**config.mk**
```make
export PLATFORM = sky130hd
export DESIGN_NAME = addr_reg_stack
export DESIGN_NICKNAME = d
export VERILOG_FILES = /design/src/rtl/mano_pkg.sv /design/src/rtl/lifo_stack.sv /design/src/rtl/addr_reg_stack.sv
export SDC_FILE = /design/constraint.sdc
export NUM_CORES = 1
export LEC_CHECK = 0
export BUFFER_PORTS_ARGS = -buffer_cell sky130_fd_sc_hd__buf_2
export CORE_UTILIZATION = 59
export DETAILED_ROUTE_END_ITERATION = 6
export GPL_ROUTABILITY_DRIVEN = 0
export GPL_TIMING_DRIVEN = 0
export PLACE_DENSITY = 0.91
export RECOVER_POWER = 100
export SLEW_MARGIN = 0
export SYNTH_ARGS = -nofsm -noshare
export SYNTH_HDL_FRONTEND = slang
export SYNTH_SLANG_ARGS = --single-unit
```
**constraint.sdc**
```tcl
create_clock -name CLK -period 3.2 [get_ports CLK]
set_input_delay 0.16 -clock CLK [delete_from_list [all_inputs] [get_ports CLK]]
set_output_delay 0.16 -clock CLK [all_outputs]
set_load 0.05 [all_outputs]
```
**src/rtl/mano_pkg.sv**
```systemverilog
// Shared definitions for the Mano datapath blocks.
// Pure constants and a constant function; no logic.
// No flow control.
package mano_pkg;

    // Stack operation encoding, formed as {pop, push}.
    localparam logic [1:0] OP_NONE = 2'b00;
    localparam logic [1:0] OP_PUSH = 2'b01;
    localparam logic [1:0] OP_POP  = 2'b10;
    localparam logic [1:0] OP_SWAP = 2'b11;

    // Ceiling log2 for sizing counters and indices (clog2(1) = 0).
    function automatic int clog2(input int n);
        int r;
        int v;
        r = 0;
        v = n - 1;
        while (v > 0) begin
            r = r + 1;
            v = v >> 1;
        end
        return r;
    endfunction

endpackage

```
**src/rtl/lifo_stack.sv**
```systemverilog
// LIFO save stack with level counter, FULL/EMPTY and overflow/underflow detect.
// Level/status update on the edge after the request; rd_dat shows the current top combinationally.
// No handshake: an illegal push/pop is dropped and flagged on err for that cycle.
module lifo_stack
    import mano_pkg::*;
#(
    parameter int WIDTH = 12,
    parameter int DEPTH = 4
) (
    input  logic                         clk,
    input  logic                         rst_n,
    input  logic                         push,
    input  logic                         pop,
    input  logic [WIDTH-1:0]             wr_dat,
    output logic [WIDTH-1:0]             rd_dat,
    output logic                         pop_vld,
    output logic                         err,
    output logic                         full,
    output logic                         empty,
    output logic [clog2(DEPTH+1)-1:0]    level
);

    localparam int LW = clog2(DEPTH + 1);
    localparam int AW = (DEPTH > 1) ? clog2(DEPTH) : 1;

    logic [WIDTH-1:0] mem_q [DEPTH];
    logic [LW-1:0]    level_q;
    logic [LW-1:0]    level_d;
    logic [AW-1:0]    wr_idx;
    logic [AW-1:0]    top_idx;
    logic [AW-1:0]    mem_widx;
    logic             mem_we;

    assign full    = (level_q == LW'(DEPTH));
    assign empty   = (level_q == '0);
    assign level   = level_q;
    // Next free slot, and the slot holding the current top (meaningless when empty).
    assign wr_idx  = level_q[AW-1:0];
    assign top_idx = wr_idx - AW'(1);
    assign rd_dat  = mem_q[top_idx];
    assign pop_vld = pop && !empty;

    // Decode the requested operation into level change, storage write and error.
    always_comb begin
        level_d  = level_q;
        mem_we   = 1'b0;
        mem_widx = wr_idx;
        err      = 1'b0;
        case ({pop, push})
            OP_PUSH: begin
                if (full) begin
                    err = 1'b1;
                end else begin
                    mem_we  = 1'b1;
                    level_d = level_q + LW'(1);
                end
            end
            OP_POP: begin
                if (empty) err = 1'b1;
                else       level_d = level_q - LW'(1);
            end
            OP_SWAP: begin
                // Top is replaced in place; depth is unchanged.
                if (empty) begin
                    err = 1'b1;
                end else begin
                    mem_we   = 1'b1;
                    mem_widx = top_idx;
                end
            end
            default: ;
        endcase
    end

    // Level counter; storage contents are deliberately left unreset.
    always_ff @(posedge clk or negedge rst_n) begin
        if (!rst_n) level_q <= '0;
        else        level_q <= level_d;
    end

    // Storage write port.
    always_ff @(posedge clk) begin
        if (mem_we) mem_q[mem_widx] <= wr_dat;
    end

endmodule

```
**src/rtl/addr_reg_stack.sv**
```systemverilog
// Address register (load/clear/inc/dec, wrap or saturate) with a LIFO return-address stack.
// One cycle: a request at edge N is visible after edge N; WRAP/ERR are one-cycle pulses.
// No backpressure: illegal stack requests are dropped and reported on ERR.
module addr_reg_stack
    import mano_pkg::*;
#(
    parameter int               WIDTH     = 12,
    parameter int               DEPTH     = 4,
    parameter int               SATURATE  = 0,
    parameter logic [WIDTH-1:0] RESET_VAL = '0
) (
    input  logic                         CLK,
    input  logic                         RST_N,
    input  logic [WIDTH-1:0]             DATA,
    input  logic                         LD,
    input  logic                         CLR,
    input  logic                         INC,
    input  logic                         DEC,
    input  logic                         PUSH,
    input  logic                         POP,
    output logic [WIDTH-1:0]             Q,
    output logic                         WRAP,
    output logic                         ERR,
    output logic                         FULL,
    output logic                         EMPTY,
    output logic [clog2(DEPTH+1)-1:0]    LEVEL
);

    logic [WIDTH-1:0] q_q;
    logic [WIDTH-1:0] q_d;
    logic             wrap_q;
    logic             wrap_d;
    logic             err_q;
    logic             err_d;
    logic [WIDTH-1:0] top_dat;
    logic             pop_vld;
    logic             stk_err;
    logic             inc_only;
    logic             dec_only;

    // The stack always saves the pre-update Q, which gives PUSH+LD call semantics.
    lifo_stack #(
        .WIDTH (WIDTH),
        .DEPTH (DEPTH)
    ) u_stack (
        .clk     (CLK),
        .rst_n   (RST_N),
        .push    (PUSH),
        .pop     (POP),
        .wr_dat  (q_q),
        .rd_dat  (top_dat),
        .pop_vld (pop_vld),
        .err     (stk_err),
        .full    (FULL),
        .empty   (EMPTY),
        .level   (LEVEL)
    );

    assign inc_only = INC && !DEC;
    assign dec_only = DEC && !INC;

    // Q next value: CLR > LD > valid POP > INC/DEC > hold; WRAP only when INC/DEC wins.
    always_comb begin
        q_d    = q_q;
        wrap_d = 1'b0;
        err_d  = stk_err;
        if (CLR) begin
            q_d = '0;
        end else if (LD) begin
            q_d = DATA;
        end else if (pop_vld) begin
            q_d = top_dat;
        end else if (POP) begin
            // Underflowing pop freezes Q; INC/DEC are ignored this cycle.
            q_d = q_q;
        end else if (inc_only) begin
            if (q_q == '1) begin
                wrap_d = 1'b1;
                q_d    = (SATURATE != 0) ? q_q : '0;
            end else begin
                q_d = q_q + WIDTH'(1);
            end
        end else if (dec_only) begin
            if (q_q == '0) begin
                wrap_d = 1'b1;
                q_d    = (SATURATE != 0) ? q_q : '1;
            end else begin
                q_d = q_q - WIDTH'(1);
            end
        end
    end

    // Address register and status pulse registers.
    always_ff @(posedge CLK or negedge RST_N) begin
        if (!RST_N) begin
            q_q    <= RESET_VAL;
            wrap_q <= 1'b0;
            err_q  <= 1'b0;
        end else begin
            q_q    <= q_d;
            wrap_q <= wrap_d;
            err_q  <= err_d;
        end
    end

    assign Q    = q_q;
    assign WRAP = wrap_q;
    assign ERR  = err_q;

endmodule

```
==> flow_summary.yaml <==
run_status:
  status: "complete, no violations"
drt:
  vias_per_cell: 6.64
  routed_wl_um: 9450
  vias: 2934
  dr.pass1.iters: 5
  wire_per_inst_um: 21.4
  first_iter_violations: 363
  drtAntennaViolNets: 0
  drc: 0
logic_synthesis:
  yosysWarnings: 0
  synth_ff_type: "edfxtp_1"
  syn_inst: 310
  synth-edff-count: 48
  netlist_area_um2: 3600
  ys_async_sr_fraction: 0.262
  synth.distinct_cells: 56
  synth_nets: 339
  synth_seq_cells: 65
  syn-mean-instance-area_um2: 11.6
  yosysSeqAreaShare: 0.519
clock_tree:
  cts_tree: "done"
  cts.clk_slew.worst_paths_ns: 0.07
  numCtsBuffers: 9
  cts_buffer_depth: 2
  cts_htree_levels: 3
  clk_latency_ns: 0.35
  clock_sinks: 65
  cts_root_buf: "clkbuf_8"
pwr:
  p_clk_frac: 0.192
  finalPower_uw: 3570
  seqPwrFrac: 0.350
  netSwitchingPower_uw: 1510
  intPower_uw: 2060
  ir_drop_uv: 630
  leakage_uw: 0.00151
  power.density_nw_per_um2: 860
  switching_share: 0.423
  comb_power_share: 0.458
placed_design:
  io_buffers: 38
  dp_hpwl_um: 6300
cells_and_area:
  area.growth.synth_to_final_pct: 15.5
  fin_nets: 391
  drive_above_1_share: 0.188
  antennaDiodeCount: 0
job:
  cap_violations: 0
floorplan:
  num_io_pins: 39
  die_y_um: 80.1
  core_area_um2: 5890
  row_count: 28
  die_w_um: 80.1
  start_util: 0.612
  die_area_um2: 6420
grt:
  gr-total-overflow: 0
  antenna_found_initial: 0
  grt_max_degree: 18
  grt_pass1_vias: 2841
  grt_pass1_wl_um: 14600
  grtUsageTotal: 0.319
sta:
  worst_pin_slew_ns: 1.13
  rsz0062_at_grt: "no"
  finalCritPeriodShare: 0.946
  fmax_mhz: 330
  hold_viol_final: 0
  setup_viol: 0
  fin_crit_ns: 3.03
  drv_slew: 0
  slew-limit-headroom: 0.245
  clock_skew_ns: 0.00516
  tns_ns: 0
worst_setup_path:
  critPathKind: "reg2reg"
  cp.required_ns: 3.31
  cp-start-kind: "flop"
  critical_path_arrival_ns: 3.14
  ff2ff_setup_slack_ns: 0.17
  setup.worst_path.start: "u_stack.level[0]$_DFFE_PN0P_"
  worstReg2RegStart: "u_stack.level[0]$_DFFE_PN0P_"
  reg2regPathDepth: 8
  timing.rr.end: "u_stack.mem_q[0][2]$_DFFE_PP_"
  cp-end-kind: "flop"
  critPathMaxFanout: 12
  crit_end: "u_stack.mem_q[0][2]$_DFFE_PP_"
min_path:
  min_path_type: "in2reg"
area by class of cell:
class / count / area, um2
inverters: 21 / 78.8
multi-input cells: 204 / 1610
plain buffers: 20 / 92.6
clock buffers: 9 / 124
flip-flops and latches: 65 / 1870
well taps: 75 / 93.8
clock inverters: 7 / 70.1
fillers: 444 / 1730
repair buffers: 41 / 216
layout by cell type (no fill, tap or decap), types with 3 or more instances in the layout:
| cell type | Yosys | final |
|---|---|---|
| a211oi_1 | 5 | 5 |
| a21oi_1 | 23 | 22 |
| a221oi_1 | 8 | 8 |
| a31oi_1 | 6 | 6 |
| buf_2 | 5 | 23 |
| clkbuf_1 | 13 | 31 |
| clkbuf_8 | 0 | 9 |
| dfrtp_1 | 17 | 17 |
| edfxtp_1 | 48 | 48 |
| ha_1 | 8 | 8 |
| inv_1 | 18 | 18 |
| mux4_2 | 12 | 12 |
| nand2_1 | 16 | 16 |
| nand3_1 | 9 | 9 |
| nand4_1 | 4 | 4 |
| nor2_1 | 25 | 20 |
| nor2_4 | 0 | 4 |
| nor3_1 | 5 | 5 |
| nor4_1 | 4 | 4 |
| o211ai_1 | 7 | 7 |
| o21a_1 | 3 | 3 |
| o21ai_0 | 4 | 5 |
| o221ai_1 | 3 | 3 |
| o31ai_1 | 6 | 6 |
| or3_1 | 3 | 3 |
| or4_1 | 3 | 3 |
| xnor2_1 | 8 | 8 |
| xor2_1 | 8 | 8 |
power groups by stage:
stage	combinational (uW)	sequential (uW)	clock, uW
2_1_floorplan	964	1410	0
3_3_place_gp	1470	1250	0
3_5_place_dp	1530	1270	0
4_1_cts	1580	1250	689
5_1_grt	1730	1270	723
6_report	1640	1250	685
per-stage QoR:
step / hold slack, ns / worst slack [ns] / instance area [um2] / instances / util
floorplan: -0.136 / 0.0463 / 3600 / 310 / -
detailed placement: 0.130 / -0.754 / 3880 / 423 / 0.660
CTS: 0.0718 / -0.135 / 4130 / 441 / 0.702
global route: 0.124 / 0.00504 / 4160 / 442 / 0.706
finish: 0.0746 / 0.172 / 4160 / 442 / 0.706
global placement: 0.123 / -0.497 / 3880 / 423 / 0.660
how the worst min path moves through the flow:
| stage | start | endpoint | slack, ns | cells past startpoint |
|---|---|---|---|---|
| 2_1_floorplan | RST_N | ERR$_DFF_PN0_ | -0.14 | 0 |
| 3_3_place_gp | RST_N | Q[8]$_DFFE_PN0P_ | 0.12 | 1 |
| 3_5_place_dp | RST_N | Q[8]$_DFFE_PN0P_ | 0.13 | 1 |
| 4_1_cts | DATA[1] | Q[1]$_DFFE_PN0P_ | 0.07 | 3 |
| 5_1_grt | DATA[1] | Q[1]$_DFFE_PN0P_ | 0.12 | 3 |
| 6_report | DATA[1] | Q[1]$_DFFE_PN0P_ | 0.07 | 3 |
routing by layer:
| metal | GRT usage | up-vias | share of wire |
|---|---|---|---|
| met4 | 0.139 | 0 | 0.040 |
| met3 | 0.0750 | 52 | 0.093 |
| li1 | - | 1301 | - |
| met2 | 0.532 | 178 | 0.49 |
| met1 | 0.396 | 1403 | 0.38 |
| met5 | 0 | - | 0 |
logic make-up (layout without fill, tap and decap cells):
family	Yosys count	count (layout)	synth area share
XOR/XNOR	16	16	0.0389
multiplexers	15	15	0.0834
adder cells (fa/ha/maj)	9	9	0.0334
AO/OA/AOI/OAI	83	83	0.165
flip-flops	65	65	0.519
AND/OR/NAND/NOR	81	81	0.114
buffers and inverters	41	98	0.0466
critical path, stage by stage, from the launching register on:
cell and delay, ns:
dfrtp_1 0.35, buf_2 0.29, clkbuf_4 0.34, inv_1 0.15
ha_1 0.44, clkbuf_2 0.31, o21ai_0 0.60, nor2_4 0.10
buf_12 0.18
state kept, by name (all words and copies together), names as in the netlist:
name / flops
ERR: 1
Q: 12
WRAP: 1
u_stack.level: 3
u_stack.mem_q: 48
repair_timing:
action	CTS	global route
gates resized for setup	7	9
setup endpoints to repair	54	59
cloned	0	0
setup buffers	1	1
endpoints found under the hold margin	17	0
hold buffers	1	0
pin swaps	2	1
cells in the mapped netlist (2+ instances only):
| master | n | share of area |
|---|---|---|
| o21a_1 | 3 | 0.0063 |
| o221ai_1 | 3 | 0.0073 |
| clkbuf_1 | 13 | 0.014 |
| edfxtp_1 | 48 | 0.40 |
| nand2_1 | 16 | 0.017 |
| nor3_1 | 5 | 0.0070 |
| nor2b_1 | 2 | 0.0035 |
| or4_1 | 3 | 0.0063 |
| nor4_1 | 4 | 0.0070 |
| nand4_1 | 4 | 0.0070 |
| o211ai_1 | 7 | 0.015 |
| nand2b_1 | 2 | 0.0035 |
| nand3_1 | 9 | 0.013 |
| mux4_2 | 12 | 0.075 |
| xnor2_1 | 8 | 0.019 |
| inv_1 | 18 | 0.019 |
| a211oi_2 | 2 | 0.0070 |
| buf_2 | 5 | 0.0070 |
| ha_1 | 8 | 0.028 |
| inv_2 | 2 | 0.0021 |
| mux2i_1 | 3 | 0.0083 |
| o31ai_1 | 6 | 0.013 |
| a211oi_1 | 5 | 0.010 |
| o21ai_0 | 4 | 0.0056 |
| a211o_1 | 2 | 0.0049 |
| dfrtp_1 | 17 | 0.12 |
| or3_1 | 3 | 0.0052 |
| a21oi_1 | 23 | 0.032 |
| o21ai_1 | 3 | 0.0042 |
| xor2_1 | 8 | 0.019 |
| nor2_1 | 25 | 0.026 |
| a31oi_1 | 6 | 0.010 |
| a221oi_1 | 8 | 0.019 |
No activity file was read; power rests on OpenSTA's default activity.
